`src/rtl/uart_rx_fifo.sv`:
```
// ---------------------------------------------------------------------------
// uart_rx_fifo
//
// Serial receive front end. The raw RX pin is synchronised to clk, and 8N1
// frames are deserialised at a fixed baud divisor. Good bytes are buffered in
// a first-word-fall-through FIFO that the core drains with rd_en.
//
// Parameters
//   CLKS_PER_BIT : clock cycles per serial bit (must be >= 4)
//   DEPTH_LOG2   : FIFO depth is 2**DEPTH_LOG2 entries
//
// Ports
//   clk        in   system clock, rising edge
//   rst        in   asynchronous active-high reset
//   rxd        in   raw serial line, idle high, asynchronous to clk
//   rd_en      in   pop request, honoured only while valid=1
//   clr_err    in   synchronous clear of overrun / frame_err
//   dout       out  FIFO head byte (0 while empty)
//   valid      out  FIFO non-empty
//   count      out  FIFO occupancy, 0 .. 2**DEPTH_LOG2
//   overrun    out  sticky: good byte dropped because FIFO was full
//   frame_err  out  sticky: stop bit sampled low
// ---------------------------------------------------------------------------
module uart_rx_fifo #(
   parameter int CLKS_PER_BIT = 868,
   parameter int DEPTH_LOG2   = 4
) (
   input  logic                clk,
   input  logic                rst,
   input  logic                rxd,
   input  logic                rd_en,
   input  logic                clr_err,
   output logic [7:0]          dout,
   output logic                valid,
   output logic [DEPTH_LOG2:0] count,
   output logic                overrun,
   output logic                frame_err
);

   localparam int DEPTH = 1 << DEPTH_LOG2;
   localparam int CNT_W = $clog2(CLKS_PER_BIT);
   localparam int OCC_W = DEPTH_LOG2 + 1;

   localparam logic [CNT_W-1:0] HALF_LAST = CNT_W'(CLKS_PER_BIT / 2 - 1);
   localparam logic [CNT_W-1:0] BIT_LAST  = CNT_W'(CLKS_PER_BIT - 1);
   localparam logic [OCC_W-1:0] FULL_CNT  = OCC_W'(DEPTH);

   typedef enum logic [2:0] {
      S_IDLE,
      S_START,
      S_DATA,
      S_STOP,
      S_BREAK
   } state_t;

   // Synchroniser
   logic rx_meta_q;
   logic rx_s_q;

   // Receiver FSM and datapath
   state_t           state_q, state_d;
   logic [CNT_W-1:0] cnt_q, cnt_d;
   logic [2:0]       bit_idx_q, bit_idx_d;
   logic [7:0]       shift_q, shift_d;
   logic             stop_good;
   logic             stop_bad;

   // FIFO
   logic [7:0]            mem_q [DEPTH];
   logic [DEPTH_LOG2-1:0] wr_ptr_q, wr_ptr_d;
   logic [DEPTH_LOG2-1:0] rd_ptr_q, rd_ptr_d;
   logic [OCC_W-1:0]      count_q, count_d;
   logic                  fifo_full;
   logic                  fifo_valid;
   logic                  push;
   logic                  pop;

   // Error flags
   logic overrun_q, overrun_d;
   logic frame_err_q, frame_err_d;
   logic ovr_set;

   // ------------------------------------------------------------------------
   // Two-flop synchroniser; resets to the idle (high) line level so a reset
   // never looks like a start bit by itself.
   // ------------------------------------------------------------------------
   always_ff @(posedge clk or posedge rst) begin
      if (rst) begin
         rx_meta_q <= 1'b1;
         rx_s_q    <= 1'b1;
      end else begin
         rx_meta_q <= rxd;
         rx_s_q    <= rx_meta_q;
      end
   end

   // ------------------------------------------------------------------------
   // Receiver FSM: state register
   // ------------------------------------------------------------------------
   always_ff @(posedge clk or posedge rst) begin
      if (rst) begin
         state_q   <= S_IDLE;
         cnt_q     <= '0;
         bit_idx_q <= '0;
         shift_q   <= '0;
      end else begin
         state_q   <= state_d;
         cnt_q     <= cnt_d;
         bit_idx_q <= bit_idx_d;
         shift_q   <= shift_d;
      end
   end

   // ------------------------------------------------------------------------
   // Receiver FSM: next state and sample strobes
   // ------------------------------------------------------------------------
   always_comb begin
      state_d   = state_q;
      cnt_d     = cnt_q;
      bit_idx_d = bit_idx_q;
      shift_d   = shift_q;
      stop_good = 1'b0;
      stop_bad  = 1'b0;

      case (state_q)
         S_IDLE: begin
            if (!rx_s_q) begin
               cnt_d   = '0;
               state_d = S_START;
            end
         end

         S_START: begin
            // Re-check the line at mid start bit to reject glitches.
            if (cnt_q == HALF_LAST) begin
               cnt_d     = '0;
               bit_idx_d = '0;
               state_d   = rx_s_q ? S_IDLE : S_DATA;
            end else begin
               cnt_d = cnt_q + CNT_W'(1);
            end
         end

         S_DATA: begin
            if (cnt_q == BIT_LAST) begin
               cnt_d     = '0;
               shift_d   = {rx_s_q, shift_q[7:1]};  // LSB arrives first
               bit_idx_d = bit_idx_q + 3'd1;
               if (bit_idx_q == 3'd7) begin
                  state_d = S_STOP;
               end
            end else begin
               cnt_d = cnt_q + CNT_W'(1);
            end
         end

         S_STOP: begin
            if (cnt_q == BIT_LAST) begin
               cnt_d = '0;
               if (rx_s_q) begin
                  stop_good = 1'b1;
                  state_d   = S_IDLE;
               end else begin
                  stop_bad = 1'b1;
                  state_d  = S_BREAK;
               end
            end else begin
               cnt_d = cnt_q + CNT_W'(1);
            end
         end

         S_BREAK: begin
            // Hold off until the line returns high so a stuck-low line does
            // not generate a stream of 0x00 frames.
            if (rx_s_q) begin
               state_d = S_IDLE;
            end
         end

         default: begin
            state_d = S_IDLE;
         end
      endcase
   end

   // ------------------------------------------------------------------------
   // FIFO control. A pop in the same cycle as a push into a full FIFO frees
   // the slot the push needs, so the byte is kept rather than dropped.
   // ------------------------------------------------------------------------
   assign fifo_valid = (count_q != '0);
   assign fifo_full  = (count_q == FULL_CNT);
   assign pop        = rd_en && fifo_valid;
   assign push       = stop_good && (!fifo_full || pop);
   assign ovr_set    = stop_good && fifo_full && !pop;

   always_comb begin
      wr_ptr_d = wr_ptr_q;
      rd_ptr_d = rd_ptr_q;
      count_d  = count_q;

      if (push) begin
         wr_ptr_d = wr_ptr_q + DEPTH_LOG2'(1);
      end
      if (pop) begin
         rd_ptr_d = rd_ptr_q + DEPTH_LOG2'(1);
      end

      case ({push, pop})
         2'b10:   count_d = count_q + OCC_W'(1);
         2'b01:   count_d = count_q - OCC_W'(1);
         default: count_d = count_q;
      endcase
   end

   always_ff @(posedge clk or posedge rst) begin
      if (rst) begin
         wr_ptr_q <= '0;
         rd_ptr_q <= '0;
         count_q  <= '0;
      end else begin
         wr_ptr_q <= wr_ptr_d;
         rd_ptr_q <= rd_ptr_d;
         count_q  <= count_d;
      end
   end

   // Storage carries no reset; dout is masked while empty instead.
   always_ff @(posedge clk) begin
      if (push) begin
         mem_q[wr_ptr_q] <= shift_q;
      end
   end

   // ------------------------------------------------------------------------
   // Sticky error flags; a set event outranks a simultaneous clear.
   // ------------------------------------------------------------------------
   always_comb begin
      overrun_d   = overrun_q;
      frame_err_d = frame_err_q;

      if (clr_err) begin
         overrun_d   = 1'b0;
         frame_err_d = 1'b0;
      end
      if (ovr_set) begin
         overrun_d = 1'b1;
      end
      if (stop_bad) begin
         frame_err_d = 1'b1;
      end
   end

   always_ff @(posedge clk or posedge rst) begin
      if (rst) begin
         overrun_q   <= 1'b0;
         frame_err_q <= 1'b0;
      end else begin
         overrun_q   <= overrun_d;
         frame_err_q <= frame_err_d;
      end
   end

   // ------------------------------------------------------------------------
   // Outputs
   // ------------------------------------------------------------------------
   assign dout      = fifo_valid ? mem_q[rd_ptr_q] : 8'h00;
   assign valid     = fifo_valid;
   assign count     = count_q;
   assign overrun   = overrun_q;
   assign frame_err = frame_err_q;

endmodule

```
`config.mk`:
```
export PLATFORM = sky130hd
export DESIGN_NAME = uart_rx_fifo
export DESIGN_NICKNAME = d
export VERILOG_FILES = /design/src/rtl/uart_rx_fifo.sv
export SDC_FILE = /design/constraint.sdc
export NUM_CORES = 1
export LEC_CHECK = 0
export BUFFER_PORTS_ARGS = -buffer_cell sky130_fd_sc_hd__clkbuf_2
export CAP_MARGIN = 0
export CORE_MARGIN = 2
export CORE_UTILIZATION = 50
export DETAILED_ROUTE_END_ITERATION = 10
export GPL_TIMING_DRIVEN = 0
export PLACE_DENSITY = 0.72
export SLEW_MARGIN = 10
export SYNTH_ARGS = -nofsm -noshare
export SYNTH_HDL_FRONTEND = slang
export SYNTH_SLANG_ARGS = --single-unit
```
`constraint.sdc`:
```
create_clock -name clk -period 7.3 [get_ports clk]
set_input_delay 1.095 -clock clk [delete_from_list [all_inputs] [get_ports clk]]
set_output_delay 1.095 -clock clk [all_outputs]
set_load 0.02 [all_outputs]
```
[Word level (Yosys, flattened, before mapping)]
Memories as Yosys holds them, arrays and structs flattened.
Index checks and enable logic that the tools add are counted.
Word-level totals
  bits in registers: 41
  RAM bits: 128
  input bits: 5
  memories kept: 1
Memories
  mem_q: words 16, width 8, read ports 1, clocked after memory_dff 0, write ports 1, line 69  | logic [7:0] mem_q [DEPTH];
Operators by class
  add/sub/neg operators: 6
  equality and inequality tests: 16
  multiplexer cells: 29
  reduce and logical (&&, ||, !) cells: 19
Operators by type and width (count)
  $mux 10: 3
  $pmux 10 s3: 1
  $mux 3: 9
  $pmux 3 s5: 1
  $ne 2x2->1 const B: 6
  $mux 1: 11
  $add 10x1->10 const B: 1
  $eq 10x10->1 const B: 1
  $eq 10x9->1 const B: 1
  $pmux 5 s2: 1
  $add 4x1->4 const B: 2
  $mux 8: 1
  $reduce_bool 2->1: 4
  $eq 3x2->1 const B: 2
  $eq 3x3->1 const B: 2
  $pmux 3 s2: 1
  $reduce_and 6->1: 1
  $add 5x1->5 const B: 1
  $eq 5x5->1 const B: 1
  $reduce_bool 5->1: 1
  $sub 5x1->5 const B: 1
  $logic_and 1x1->1: 4
  $reduce_and 2->1: 2
  $add 3x1->3 const B: 1
  other kinds (10): 11

[Logic depth before layout (Yosys ltp)]
  depth in word-level cells: 6
  mapped depth: 10
  depth with buffers taken out: 10

[Least setup slack after synthesis]
No wires, ideal clock.
  kind: register to output
  start point: reg rd_ptr_q[0]
  end point: out dout[0]
  arrival: 2.140 ns
  required time: 6.205 ns
  setup slack: 4.065 ns
  cell stages (with the launch flop): 6
  path buffers: 2
  cell sequence: dfrtp_1 -> clkbuf_1 -> buf_2 -> mux4_2 -> mux4_2 -> nor2b_1
On the way
  longest elaborated chain between the ends: 2
RTL lines
  start: declaration: line 71  | logic [DEPTH_LOG2-1:0] rd_ptr_q, rd_ptr_d;
  start signal: assignment: line 222  | rd_ptr_q <= rd_ptr_d;
  $mem_v2 16x8
  $mux 8: line 266  | assign dout = fifo_valid ? mem_q[rd_ptr_q] : 8'h00;
  end: declaration: line 33  | output logic [7:0] dout,
No other way between the ends.

[Worst setup path after layout]
  start point: reg rd_ptr_q[0]
  end point: out dout[2]
The elaborated chain is that of the path after synthesis.

==> impl_results.rst <==
.. list-table::
   :header-rows: 1

   * - Metric
     - Value
   * - Outcome
     - finished clean
   * - Number of stages on the worst hold path
     - 0
   * - Leakage power
     - 3.20 nW
   * - Worst hold path class
     - reg2reg
   * - TritonCTS clock tree
     - built
   * - Utilization after layout
     - 58.0%
   * - Clock insertion delay at the later pin of the skew report
     - 0.42 ns
   * - Average cell area after synthesis
     - 17.2 µm²
   * - Category of cells accounting for the largest share of critical-path delay
     - multiplexers
   * - Cells traversed along the worst timing path
     - clkbuf_1, buf_2, mux4_2, mux4_2, nor2b_1, clkbuf_2
   * - Yosys warnings
     - 0
   * - CP peak stage delay
     - 0.61 ns
   * - Total clock sinks
     - 169
   * - Vias per inst
     - 5.71
   * - Standard cell with the maximum stage delay on the critical path
     - sky130_fd_sc_hd__mux4_2
   * - Total standard cell area after synthesis
     - 7010 µm²
   * - Total core area
     - 13800 µm²
   * - Vias
     - 3671
   * - Post-Route Setup TNS
     - 0 ns
   * - Number of buffers on the longest clock path
     - 2
   * - Number of different library cells in the post-synthesis netlist
     - 52
   * - Buffers plus inverters on the worst setup path
     - 3
   * - CTS clk-pin slew, worst paths
     - 0.06 ns
   * - # rows
     - 43
   * - Cell count of the worst reg-to-reg path
     - 7
   * - Die area
     - 15000 µm²
   * - Initial Utilization
     - 50.9%
   * - PD cells
     - 242 nW/µm²
   * - Fraction of registers with async set/reset
     - 24.3%
   * - Max_slew headroom
     - 36.1%
   * - Peak fanout along the critical path
     - 10
   * - Synth Flop Type
     - sky130_fd_sc_hd__edfxtp_1
   * - Critical path capture point type
     - output pin
   * - Cts bufs inserted
     - 17
   * - Total count of hold-check failures in the final report
     - 0
   * - Port-buffer cells
     - 20
   * - Cell type with the largest total area after synthesis
     - sky130_fd_sc_hd__edfxtp_1
   * - Total of hold buffers inserted after clock tree synthesis
     - 0
   * - Crit path kind
     - reg2out
   * - Wire length per cell after detailed routing
     - 20.4 µm
   * - Syn Inst Count
     - 408
   * - Cell at the root of the clock tree
     - sky130_fd_sc_hd__clkbuf_16
   * - Worst-margin pin slew
     - 0.953 ns
   * - Post-Route WL
     - 13100 µm
   * - Max Slew Vio Count
     - 0
   * - Overall global routing resource usage
     - 19.2%
   * - Crit-path most repeated cell
     - sky130_fd_sc_hd__mux4_2
   * - Filler cell count in the final layout
     - 1032
   * - Signed area change from the synthesized netlist to the final layout
     - 13.9%
   * - Cell types occupying the most area after synthesis
     - sky130_fd_sc_hd__edfxtp_1 (55%), sky130_fd_sc_hd__dfrtp_1 (14%), sky130_fd_sc_hd__mux4_2 (13%), sky130_fd_sc_hd__nand2_1 (2.1%), sky130_fd_sc_hd__ha_1 (2.0%)
   * - DRT iter0 DRCs
     - 346
   * - Post-synth top area share
     - 54.9%
   * - Crit path depth
     - 6
   * - Final min period
     - 4.12 ns
   * - Share of the clock period used by the worst path
     - 56.5%
   * - Initial antenna violation count
     - 0
   * - Post-CTS Setup Bufs
     - 0
   * - Final setup skew
     - 0.00994 ns
   * - Vias in the first global route
     - 3619
   * - Total power
     - 1.94 mW
   * - Worst EP arrival
     - 3.03 ns
   * - Sequential area share after synthesis
     - 69.5%
   * - Horizontal extent of the die
     - 122 µm
   * - Fraction of final layout cells sized beyond drive strength 1
     - 24.8%
   * - Worst vdd ir
     - 0.154 mV
   * - Crit path launch type
     - flop
   * - Final setup viols
     - 0
   * - Number of nets at the end of the flow
     - 467
   * - RSZ-0062 raised after global routing
     - no
   * - Global-route wire length before repair
     - 20500 µm
   * - Die height
     - 122 µm
   * - Required time worst endpoint
     - 6.20 ns
   * - Number of nets in the synthesized netlist
     - 424
   * - Post-route DRC violation count
     - 0
   * - Final HPWL DP
     - 8690 µm
   * - Achievable frequency
     - 243 MHz
   * - Register bit count reported by yosys
     - 169
   * - Post_cts resized
     - 0
   * - Number of placed I/O pins
     - 21
   * - Residual antenna-violating net count after detailed routing
     - 0
   * - Max-capacitance violation count
     - 0
   * - Count of flip-flops with a built-in enable after synthesis
     - 128
   * - Pin count of the biggest net entering global routing
     - 32
   * - Number of optimization iterations in the first detailed-route pass
     - 6
   * - Placer's final routability congestion estimate
     - 0.791
   * - Count of H-tree levels built during CTS
     - 4
   * - Number of antenna repair diodes
     - 0
   * - Remaining Overflow, GRT
     - 0
layer usage:
metal,vias up,part of all wire [%],track usage (%)
met5,-,0,0
met1,1893,42,25.6
met4,0,1.4,7.54
li1,1664,-,-
met3,15,4.2,3.53
met2,99,53,31.7
area by class of cell:
class	count	area [µm²]	area share [%]
flip-flops and latches	169	4870	61.0
clock inverters	12	156	1.96
inverters	11	41.3	0.517
multi-input cells	210	2030	25.5
plain buffers	18	81.3	1.02
well taps	180	225	2.82
clock buffers	19	433	5.42
repair buffers	24	143	1.79
Yosys cell counts, drive strengths merged, types with 3 or more instances:
cell type	instances
edfxtp	128
mux4	40
dfrtp	39
nand2	39
nor2	25
xnor2	12
ha	11
inv	11
clkbuf	10
nor2b	9
buf	8
nor3	7
xor2	6
nand4	5
a21oi	4
and3	4
nand3	4
o21ai	4
or3	4
a31oi	3
nand2b	3
or3b	3
logic make-up after synthesis:
family | count (synthesis) | share of synthesized area (%)
fa+ha+maj | 11 | 1.96
buf+inv | 29 | 1.75
xor+xnor | 18 | 2.25
flops | 169 | 69.5
simple gates | 113 | 8.30
compound gates | 25 | 2.82
mux | 43 | 13.4
power by group:
part	switching [mW]	internal (mW)	leakage (nW)	total (mW)
sequential	0.000130	1.02	2.03	1.02
combinational	0.00599	0.00231	0.883	0.00830
clock	0.340	0.563	0.284	0.903
total	0.346	1.59	3.20	1.94
metrics by stage:
stage | hold WS, ns | instances | setup WS [ns] | cell area, µm²
after floorplan | 0.345 | 408 | 4.06 | 7010
after global placement | 0.348 | 608 | 3.61 | 7330
after detailed placement | 0.350 | 612 | 3.57 | 7390
after CTS | 0.359 | 643 | 3.12 | 7980
after global routing | 0.360 | 643 | 3.02 | 7980
final | 0.357 | 643 | 3.18 | 7980
registers in the layout, indices dropped and copies added, names as in the netlist:
register and flops:
rx_meta_q 1, frame_err 1, overrun 1, bit_idx_q 3, mem_q 128, rx_s_q 1
shift_q 8, cnt_q 10, rd_ptr_q 4, wr_ptr_q 4, state_q 3, count 5
placed cells by master, fill, tap and decap left out, types with 2 or more instances in the layout:
master / Yosys / routed
sky130_fd_sc_hd__o21ai_0: 3 / 3
sky130_fd_sc_hd__nand3_1: 4 / 4
sky130_fd_sc_hd__and3_1: 4 / 4
sky130_fd_sc_hd__buf_2: 5 / 5
sky130_fd_sc_hd__clkbuf_1: 10 / 12
sky130_fd_sc_hd__a2bb2oi_1: 2 / 2
sky130_fd_sc_hd__nor3_2: 1 / 5
sky130_fd_sc_hd__buf_4: 0 / 3
sky130_fd_sc_hd__mux4_2: 40 / 40
sky130_fd_sc_hd__nand4b_1: 2 / 2
sky130_fd_sc_hd__a31oi_1: 3 / 3
sky130_fd_sc_hd__dfstp_2: 2 / 2
sky130_fd_sc_hd__ha_1: 11 / 11
sky130_fd_sc_hd__inv_1: 11 / 10
sky130_fd_sc_hd__clkinv_2: 0 / 2
sky130_fd_sc_hd__buf_1: 2 / 2
sky130_fd_sc_hd__a21oi_1: 3 / 3
sky130_fd_sc_hd__or3_1: 3 / 3
sky130_fd_sc_hd__clkinv_1: 0 / 5
sky130_fd_sc_hd__nor3_1: 6 / 2
sky130_fd_sc_hd__nor2_1: 25 / 25
sky130_fd_sc_hd__dfrtp_1: 39 / 39
sky130_fd_sc_hd__clkbuf_16: 0 / 17
sky130_fd_sc_hd__nand2_1: 39 / 39
sky130_fd_sc_hd__o22ai_1: 2 / 2
sky130_fd_sc_hd__nor2b_1: 9 / 9
sky130_fd_sc_hd__or3b_1: 2 / 2
sky130_fd_sc_hd__a22o_1: 2 / 2
sky130_fd_sc_hd__nand4_1: 5 / 5
sky130_fd_sc_hd__bufinv_16: 0 / 4
sky130_fd_sc_hd__o32ai_1: 2 / 2
sky130_fd_sc_hd__nand2b_1: 3 / 3
sky130_fd_sc_hd__clkbuf_2: 0 / 20
sky130_fd_sc_hd__edfxtp_1: 128 / 128
sky130_fd_sc_hd__xnor2_1: 12 / 12
sky130_fd_sc_hd__xor2_1: 6 / 6
worst paths after layout:
path	from	end	slack (ns)
min in group asynchronous	rst	cnt_q[3]	0.59
min reg2reg	rx_meta_q	rx_s_q	0.36
max reg2reg	rx_s_q	mem_q[2][1]	4.33
max	rd_ptr_q[0]	dout[2]	3.18
min	rx_meta_q	rx_s_q	0.36
max in group asynchronous	rst	wr_ptr_q[3]	6.27
worst reg2reg max path, delay by kind of cell, from the launching register on:
kind	cells	cell delay (ns)
simple gates	5	1.65
flops	1	0.51
buf+inv	2	0.42
No activity file was read; power rests on OpenSTA's default activity.
